<file path="src/rtl/bp_fe_fetch_buffer.sv">
// rtl/bp_fe_fetch_buffer.sv - multi-lane fetch/exception decoupling buffer ahead of the FE queue
module bp_fe_fetch_buffer #(
    parameter int els_p            = 8,
    parameter int enq_width_p      = 2,
    parameter int vaddr_width_p    = 39,
    parameter int instr_width_p    = 32,
    parameter int metadata_width_p = 36
) (
    input  logic                                    clk_i,
    input  logic                                    reset_i,
    input  logic                                    flush_i,

    input  logic [enq_width_p-1:0]                  enq_v_i,
    input  logic [enq_width_p*vaddr_width_p-1:0]    enq_pc_i,
    input  logic [enq_width_p*instr_width_p-1:0]    enq_instr_i,
    input  logic [enq_width_p*metadata_width_p-1:0] enq_metadata_i,
    input  logic [enq_width_p-1:0]                  enq_exc_i,
    input  logic [enq_width_p*2-1:0]                enq_exc_code_i,
    output logic                                    enq_ready_o,

    output logic                                    deq_v_o,
    output logic [vaddr_width_p-1:0]                deq_pc_o,
    output logic [instr_width_p-1:0]                deq_instr_o,
    output logic [metadata_width_p-1:0]             deq_metadata_o,
    output logic                                    deq_exc_o,
    output logic [1:0]                              deq_exc_code_o,
    input  logic                                    deq_yumi_i,

    output logic                                    halted_o,
    output logic [$clog2(els_p+1)-1:0]              count_o
);

    localparam int ptr_w_lp      = (els_p > 1) ? $clog2(els_p) : 1;
    localparam int cnt_w_lp      = $clog2(els_p + 1);
    localparam int lane_cnt_w_lp = $clog2(enq_width_p + 1);

    // Highest occupancy at which a full-width packet still fits.
    localparam logic [cnt_w_lp-1:0] ready_max_lp = cnt_w_lp'(els_p - enq_width_p);

    // Entry storage, one array per field; no reset needed since count gates validity.
    logic [vaddr_width_p-1:0]    pc_mem    [els_p];
    logic [instr_width_p-1:0]    instr_mem [els_p];
    logic [metadata_width_p-1:0] meta_mem  [els_p];
    logic                        exc_mem   [els_p];
    logic [1:0]                  code_mem  [els_p];

    logic [ptr_w_lp-1:0]      head_r;
    logic [ptr_w_lp-1:0]      tail_r;
    logic [cnt_w_lp-1:0]      count_r;
    logic                     halted_r;

    logic [enq_width_p-1:0]   lane_acc;
    logic [lane_cnt_w_lp-1:0] acc_n;
    logic                     lane_stop;
    logic [ptr_w_lp-1:0]      wr_idx [enq_width_p];

    logic                     enq_fire;
    logic                     deq_fire;
    logic                     exc_accepted;
    logic [cnt_w_lp-1:0]      enq_add;
    logic [cnt_w_lp-1:0]      deq_sub;

    // Ready is all-or-nothing on the current occupancy; a same-cycle dequeue does not help.
    assign enq_ready_o = ~halted_r & ~reset_i & (count_r <= ready_max_lp);
    assign enq_fire    = enq_v_i[0] & enq_ready_o & ~flush_i;
    assign deq_fire    = deq_yumi_i & ~flush_i & (count_r != '0);

    // Accept valid lanes in order, stopping after the first exception lane or the first invalid lane.
    always_comb begin
        lane_acc  = '0;
        acc_n     = '0;
        lane_stop = 1'b0;
        for (int i = 0; i < enq_width_p; i++) begin
            if (!lane_stop && enq_v_i[i]) begin
                lane_acc[i] = 1'b1;
                acc_n       = acc_n + lane_cnt_w_lp'(1);
                if (enq_exc_i[i]) begin
                    lane_stop = 1'b1;
                end
            end else begin
                lane_stop = 1'b1;
            end
        end
    end

    // Lane i lands i slots past the tail; the power-of-two depth makes the wrap free.
    always_comb begin
        for (int i = 0; i < enq_width_p; i++) begin
            wr_idx[i] = tail_r + ptr_w_lp'(i);
        end
    end

    assign exc_accepted = |(lane_acc & enq_exc_i);
    assign enq_add      = enq_fire ? cnt_w_lp'(acc_n) : '0;
    assign deq_sub      = cnt_w_lp'(deq_fire);

    // Write accepted lanes into storage.
    always_ff @(posedge clk_i) begin
        if (enq_fire) begin
            for (int i = 0; i < enq_width_p; i++) begin
                if (lane_acc[i]) begin
                    pc_mem[wr_idx[i]]    <= enq_pc_i[i*vaddr_width_p +: vaddr_width_p];
                    instr_mem[wr_idx[i]] <= enq_instr_i[i*instr_width_p +: instr_width_p];
                    meta_mem[wr_idx[i]]  <= enq_metadata_i[i*metadata_width_p +: metadata_width_p];
                    exc_mem[wr_idx[i]]   <= enq_exc_i[i];
                    code_mem[wr_idx[i]]  <= enq_exc_code_i[i*2 +: 2];
                end
            end
        end
    end

    // Pointer, occupancy and halt bookkeeping; reset and flush both empty the buffer.
    always_ff @(posedge clk_i) begin
        if (reset_i || flush_i) begin
            head_r   <= '0;
            tail_r   <= '0;
            count_r  <= '0;
            halted_r <= 1'b0;
        end else begin
            if (deq_fire) begin
                head_r <= head_r + ptr_w_lp'(1);
            end
            if (enq_fire) begin
                tail_r <= tail_r + ptr_w_lp'(acc_n);
            end
            count_r  <= count_r + enq_add - deq_sub;
            halted_r <= halted_r | (enq_fire & exc_accepted);
        end
    end

    assign deq_v_o        = (count_r != '0);
    assign deq_pc_o       = pc_mem[head_r];
    assign deq_instr_o    = instr_mem[head_r];
    assign deq_metadata_o = meta_mem[head_r];
    assign deq_exc_o      = exc_mem[head_r];
    assign deq_exc_code_o = code_mem[head_r];
    assign halted_o       = halted_r;
    assign count_o        = count_r;

endmodule

</file>
<file path="config.mk">
export PLATFORM = sky130hd
export DESIGN_NAME = bp_fe_fetch_buffer
export DESIGN_NICKNAME = d
export VERILOG_FILES = /design/src/rtl/bp_fe_fetch_buffer.sv
export SDC_FILE = /design/constraint.sdc
export NUM_CORES = 1
export LEC_CHECK = 0
export CAP_MARGIN = 20
export CORE_MARGIN = 3
export CORE_UTILIZATION = 40
export CTS_BUF_LIST = sky130_fd_sc_hd__clkbuf_8
export DETAILED_ROUTE_END_ITERATION = 10
export PLACE_DENSITY_LB_ADDON = 0.1
export REMOVE_ABC_BUFFERS = 1
export SLEW_MARGIN = 10
export SYNTH_ARGS = -nofsm -noshare
export SYNTH_HDL_FRONTEND = slang
export SYNTH_SLANG_ARGS = --single-unit
</file>
<file path="constraint.sdc">
create_clock -name clk_i -period 13.9 [get_ports clk_i]
set_input_delay 4.17 -clock clk_i [delete_from_list [all_inputs] [get_ports clk_i]]
set_output_delay 4.17 -clock clk_i [all_outputs]
set_load 0.01 [all_outputs]
</file>
==> impl_metrics.py, run 1 <==
metrics = {
    "route": {
        "viasPerCell": 5.562,
        "ant_nets": 0,
        "wl_per_cell_um": 28.50,
        "vias": 24210,
        "drt-initial-drc-count": 1529,
        "drt_first_pass_iters": 5,
        "finalWirelength_um": 124100,
        "drc": 0,
    },
    "synth": {
        "syn_area_um2": 44370,
        "synth_area_leader_cell": "edfxtp_1",
        "yosysUniqueCellTypes": 41,
        "synth_area_leaders": "edfxtp_1 60%, mux2_1 22%, mux4_2 11%, mux2_2 2.8%, buf_4 1.2%",
        "syn_inst": 2364,
        "synth-edff-count": 880,
        "async_flop_share_pct": 0,
        "ys_seq_area_share_pct": 60.19,
        "synth_seq_cells": 894,
        "synth_most_common_cell": "edfxtp_1",
        "yosys_most_used_dff": "edfxtp_1",
        "syn_avg_cell_area_um2": 18.77,
        "ys_top_cells_by_count": "880 x edfxtp_1, 872 x mux2_1, 220 x mux4_2",
        "yosysTopAreaCellShare_pct": 59.56,
        "ys_warn_count": 0,
    },
    "global_routing": {
        "grt_start_max_net_pins": 136,
        "grt_usage_pct": 21.64,
        "grt_pass1_wl_um": 182300,
        "grt_pass1_vias": 27170,
        "antenna_found_initial": 28,
        "grt-ovfl-total": 0,
    },
    "clocking": {
        "path_clk_slew_ns": 0.06,
        "cts_tree": "done",
        "cts_setup_buffers": 0,
        "htree_levels": 4,
        "cts.root.buffer_cell": "clkbuf_8",
        "postCtsHoldBufs": 0,
        "cts_buffer_depth": 3,
        "cts_sinks": 894,
        "clk_latency_ns": 0.81,
        "cts_resized": 0,
        "numCtsBuffers": 161,
    },
    "timing": {
        "hold_ws_ns": 0.5056,
        "finalSetupViolCount": 0,
        "hold_viol": 0,
        "worst_pin_slew_ns": 1.149,
        "rsz0062_at_grt": "false",
        "maxSlewViolCount": 0,
        "max_freq_mhz": 97.57,
        "fin_crit_sh_pct": 73.74,
        "finalCriticalPeriod_ns": 10.25,
        "skew_ns": 0.02671,
        "relSlewSlack_pct": 23.41,
    },
    "floorplan": {
        "ios": 343,
        "die_y_um": 339.1,
        "rows": 121,
        "dieArea_um2": 115000,
        "die_w_um": 339.1,
        "floorplan.initialDensity_pct": 40.53,
        "coreArea_um2": 109500,
    },
    "setup_path": {
        "worstSetupPathType": "primary input to output port",
        "cp.required_ns": 9.73,
        "reg2reg_to": "pc_mem[3][14]",
        "ff2ff_path_depth": 10,
        "rrSetupSlack_ns": 9.52,
        "end_kind": "output port",
        "r2r-start": "count_o[3]",
        "cp_data_arrival_time_ns": 6.08,
        "worst-path-max-fanout": 5,
        "cp-start-kind": "primary input",
    },
    "placement": {
        "io_buffers": 342,
        "gp_congestion": 0.7477,
        "place_hpwl_um": 62970,
    },
    "final_layout": {
        "multi_input_area_um2": 16850,
        "layout-drive-gt1-share_pct": 19.86,
        "fin_nets": 2980,
        "area_growth_pct": 17.47,
        "regArea_um2": 26720,
        "fillers": 9311,
    },
    "job": {
        "max_cap_violations": 0,
    },
    "power": {
        "ir_drop_v": 0.00005686,
        "finalPower_w": 0.005531,
        "leakage_nw": 16.60,
        "power.density_nw_per_um2": 106.1,
    },
    "run_status": {
        "status": "completed",
    },
    "min_path": {
        "whs_endpoint": "halted_o",
        "hold_start": "halted_o",
        "holdPathStages": 2,
        "hold_path.class": "register to register",
    },
}
cell usage in the layout, fill, tap and decap left out, drive strengths merged, types with 13 or more instances in the layout:
master	count
mux2	982
edfxtp	880
clkdlybuf4s50	342
mux4	220
clkbuf	168
inv	73
clkinv	43
buf	34
diode	22
dfxtp	14
nand2	13
per-layer routing:
| metal | share of wire, % | global-route usage [%] | vias to the layer above |
|---|---|---|---|
| met1 | 43 | 28.85 | 12800 |
| met4 | 2.2 | 6.711 | 12 |
| li1 | - | - | 10530 |
| met5 | 0.068 | 0 | - |
| met2 | 49 | 35.58 | 683 |
| met3 | 5.6 | 4.517 | 190 |
worst max-delay path by stage:
stage | cells past startpoint | end | start | slack, ns
detailed placement | 4 | enq_ready_o | reset_i | 3.64
finish | 4 | enq_ready_o | reset_i | 3.65
floorplan | 4 | code_mem[1][0] | reset_i | -2.23
CTS | 4 | enq_ready_o | reset_i | 3.64
global route | 4 | enq_ready_o | reset_i | 3.59
global placement | 4 | enq_ready_o | reset_i | 3.65
sequential cells by signal, indices dropped and copies added, names as in the netlist, named ones only:
register,flops
halted_o,1
pc_mem,312
tail_r,3
exc_mem,8
count_o,4
head_r,3
meta_mem,288
code_mem,16
instr_mem,256
metrics by stage:
| step | instance area, um^2 | TNS, ns | utilization (%) | setup slack (ns) | instances |
|---|---|---|---|---|---|
| finish | 52120 | 0 | 47.62 | 3.651 | 4353 |
| global route | 52090 | 0 | 47.59 | 3.593 | 4341 |
| CTS | 52070 | 0 | 47.57 | 3.637 | 4331 |
| detailed placement | 49290 | 0 | 45.03 | 3.644 | 4054 |
| global placement | 49270 | 0 | 45.01 | 3.653 | 4053 |
| floorplan | 43440 | -525.36 | - | -2.233 | 2202 |
where the power goes:
| group | leakage (nW) | total [W] | switching [W] | internal (W) |
|---|---|---|---|---|
| sequential | 8.05 | 0.00299 | 0.00000609 | 0.00298 |
| clock | 1.64 | 0.00219 | 0.00107 | 0.00112 |
| combinational | 6.91 | 0.000355 | 0.000164 | 0.000190 |
| total | 16.6 | 0.00553 | 0.00124 | 0.00429 |
kinds of logic after synthesis:
logic type	after synthesis	synth area share, %
muxes	1203	36.11
DFF	894	60.19
buffers and inverters	173	2.177
and+or+nand+nor	53	0.6656
AOI/OAI and AO/OA	22	0.3356
adders and majority gates	13	0.4004
xor gates and xnor gates	6	0.1184
critical path: stages:
cell	delay (ns)
clkdlybuf4s50_1	0.46
or4_4	0.65
inv_2	0.21
clkdlybuf4s50_1	0.58
final cells by class:
type | count | share of cell area, %
Clock inverter | 109 | 0.8834
Inverter | 11 | 0.07922
Sequential cell | 894 | 51.26
Timing Repair Buffer | 376 | 7.360
Tap cell | 1476 | 3.543
Multi-Input combinational cell | 1297 | 32.33
Antenna cell | 22 | 0.1056
Clock buffer | 168 | 4.436
(Power assumes the default switching activity.)
==> inputs of run 2 (changes only) <==
Clock period 13.9 ns to 9.85 ns, I/O delays scaled along.
==> run 2 against run 1 <==
Against the previous run: clock skew increased by 0.0094 ns; power increased by 41%; largest cell class unchanged; setup slack got worse by 1.6 ns.
==> impl_metrics.py, run 2 (synthesis gave the netlist of run 1 again) <==
metrics = {
    "final_layout": {
        "fin_nets": 2978,
        "regArea_um2": 26720,
        "mostFrequentLayoutCell": "edfxtp_1",
        "fillers": 9238,
        "layout-drive-gt1-share_pct": 19.85,
        "stdcell_area_um2": 52210,
        "final_cell_mix": "880 x edfxtp_1, 872 x mux2_1, 342 x clkdlybuf4s50_1, 220 x mux4_2, 172 x clkbuf_8",
        "area_growth_pct": 17.68,
        "multi_input_area_um2": 16850,
        "largest_register_ffs": 312,
        "fin_cells": 4355,
        "final_core_util_pct": 47.70,
    },
    "clocking": {
        "path_clk_slew_ns": 0.05,
        "cts_tree": "done",
        "cts_buffer_depth": 3,
        "postCtsHoldBufs": 0,
        "htree_levels": 4,
        "cts_resized": 0,
        "clk_latency_ns": 0.81,
        "cts_setup_buffers": 0,
        "numCtsBuffers": 163,
        "cts.root.buffer_cell": "clkbuf_8",
        "cts_sinks": 894,
    },
    "route": {
        "finalWirelength_um": 122700,
        "drc": 0,
        "viasPerCell": 5.555,
        "drt_first_pass_iters": 5,
        "wl_per_cell_um": 28.18,
        "vias": 24190,
        "wl_met3_um": 6373,
        "routed-wl-met2_um": 61610,
        "wl_met1_um": 52420,
        "topRoutingLayerUsed": "met5",
        "ant_nets": 0,
        "drt-initial-drc-count": 1863,
    },
    "power": {
        "power.density_nw_per_um2": 149.9,
        "switching_share_pct": 22.42,
        "p_sw_w": 0.001755,
        "combPwrFrac_pct": 6.4,
        "p_int_w": 0.006071,
        "ir_drop_v": 0.00008458,
        "leakage_nw": 16.63,
        "p_clk_share_pct": 39.7,
        "seqPwrFrac_pct": 53.9,
    },
    "floorplan": {
        "floorplan.initialDensity_pct": 40.53,
        "die_w_um": 339.1,
        "rows": 121,
        "coreArea_um2": 109500,
        "dieArea_um2": 115000,
        "ios": 343,
        "die_y_um": 339.1,
    },
    "setup_path": {
        "cp_data_arrival_time_ns": 4.87,
        "worst-path-max-fanout": 5,
        "worstSetupPathType": "primary input to output port",
        "end_kind": "output port",
        "cp.required_ns": 6.90,
        "cp-start-kind": "primary input",
    },
    "timing": {
        "fin_setup_tns_ns": 0,
        "setup_slack_ns": 2.021,
        "rsz0062_at_grt": "false",
        "skew_ns": 0.03613,
        "hold_viol": 0,
        "relSlewSlack_pct": 27.54,
        "finalCriticalPeriod_ns": 7.829,
        "fin_crit_sh_pct": 79.48,
        "maxSlewViolCount": 0,
        "worst_pin_slew_ns": 1.087,
        "finalSetupViolCount": 0,
        "max_freq_mhz": 127.7,
    },
    "placement": {
        "dpl.cell_count": 4049,
        "gp_congestion": 0.7459,
        "place_hpwl_um": 62280,
        "pre_cts_ws_ns": 2.031,
        "placed_area_um2": 49320,
        "io_buffers": 342,
    },
    "global_routing": {
        "grt_start_max_net_pins": 129,
        "grt_usage_pct": 21.38,
        "grt_pass1_vias": 27130,
        "grt_pass1_wl_um": 180600,
        "antenna_found_initial": 24,
        "grt-ovfl-total": 0,
    },
    "min_path": {
        "hold_path.class": "register to register",
    },
    "run_status": {
        "status": "completed",
    },
    "job": {
        "max_cap_violations": 0,
    },
}
## run 2: cell count changes in the layout (fill, tap and decap cells not counted), sizes merged
cell and delta:
clkbuf +4, bufinv -1, clkinv +8, diode -5, buf -4
## run 2: worst max-delay path, cell delays in order
cell and delay [ns]:
clkdlybuf4s50_1 0.46, or4_4 0.66, inv_2 0.22, clkdlybuf4s50_1 0.58
## run 2: cell type report
class	count	area share, %
Multi-Input combinational cell	1297	32.28
Tap cell	1476	3.537
Clock inverter	116	0.8795
Antenna cell	17	0.08148
Sequential cell	894	51.17
Timing Repair Buffer	372	7.443
Inverter	11	0.07908
Clock buffer	172	4.534
## run 2: power by group through the flow
stage | sequential (W) | clock [W] | combinational, W
2_1_floorplan | 0.00430 | 0 | 0.000237
3_3_place_gp | 0.00429 | 0 | 0.000481
3_5_place_dp | 0.00429 | 0 | 0.000502
4_1_cts | 0.00421 | 0.00322 | 0.000506
5_1_grt | 0.00421 | 0.00338 | 0.000547
6_report | 0.00422 | 0.00311 | 0.000501
## run 2: metrics by stage
stage	hold slack, ns	power, W
after CTS	0.4837	0.007939
after detailed placement	0.4758	0.004795
after global routing	0.5270	0.008145
after global placement	0.4645	0.004772
after floorplan	0.4540	0.004541
final	0.4862	0.007826
## run 2: final timing paths
check	slack, ns	endpoint	startpoint	depth (start not counted)
worst min-delay path	0.49	register	head_r[1]	2
worst max-delay path	2.02	enq_ready_o	reset_i	4
worst max register to register	5.87	pc_mem[0][37]	count_o[3]	8
worst min register to register	0.49	register	head_r[1]	2
## run 2: routing by layer
layer	up-vias	track usage (%)
li1	10510	-
met1	12850	27.80
met2	641	36.17
met3	188	4.702
met4	12	5.766
met5	-	0
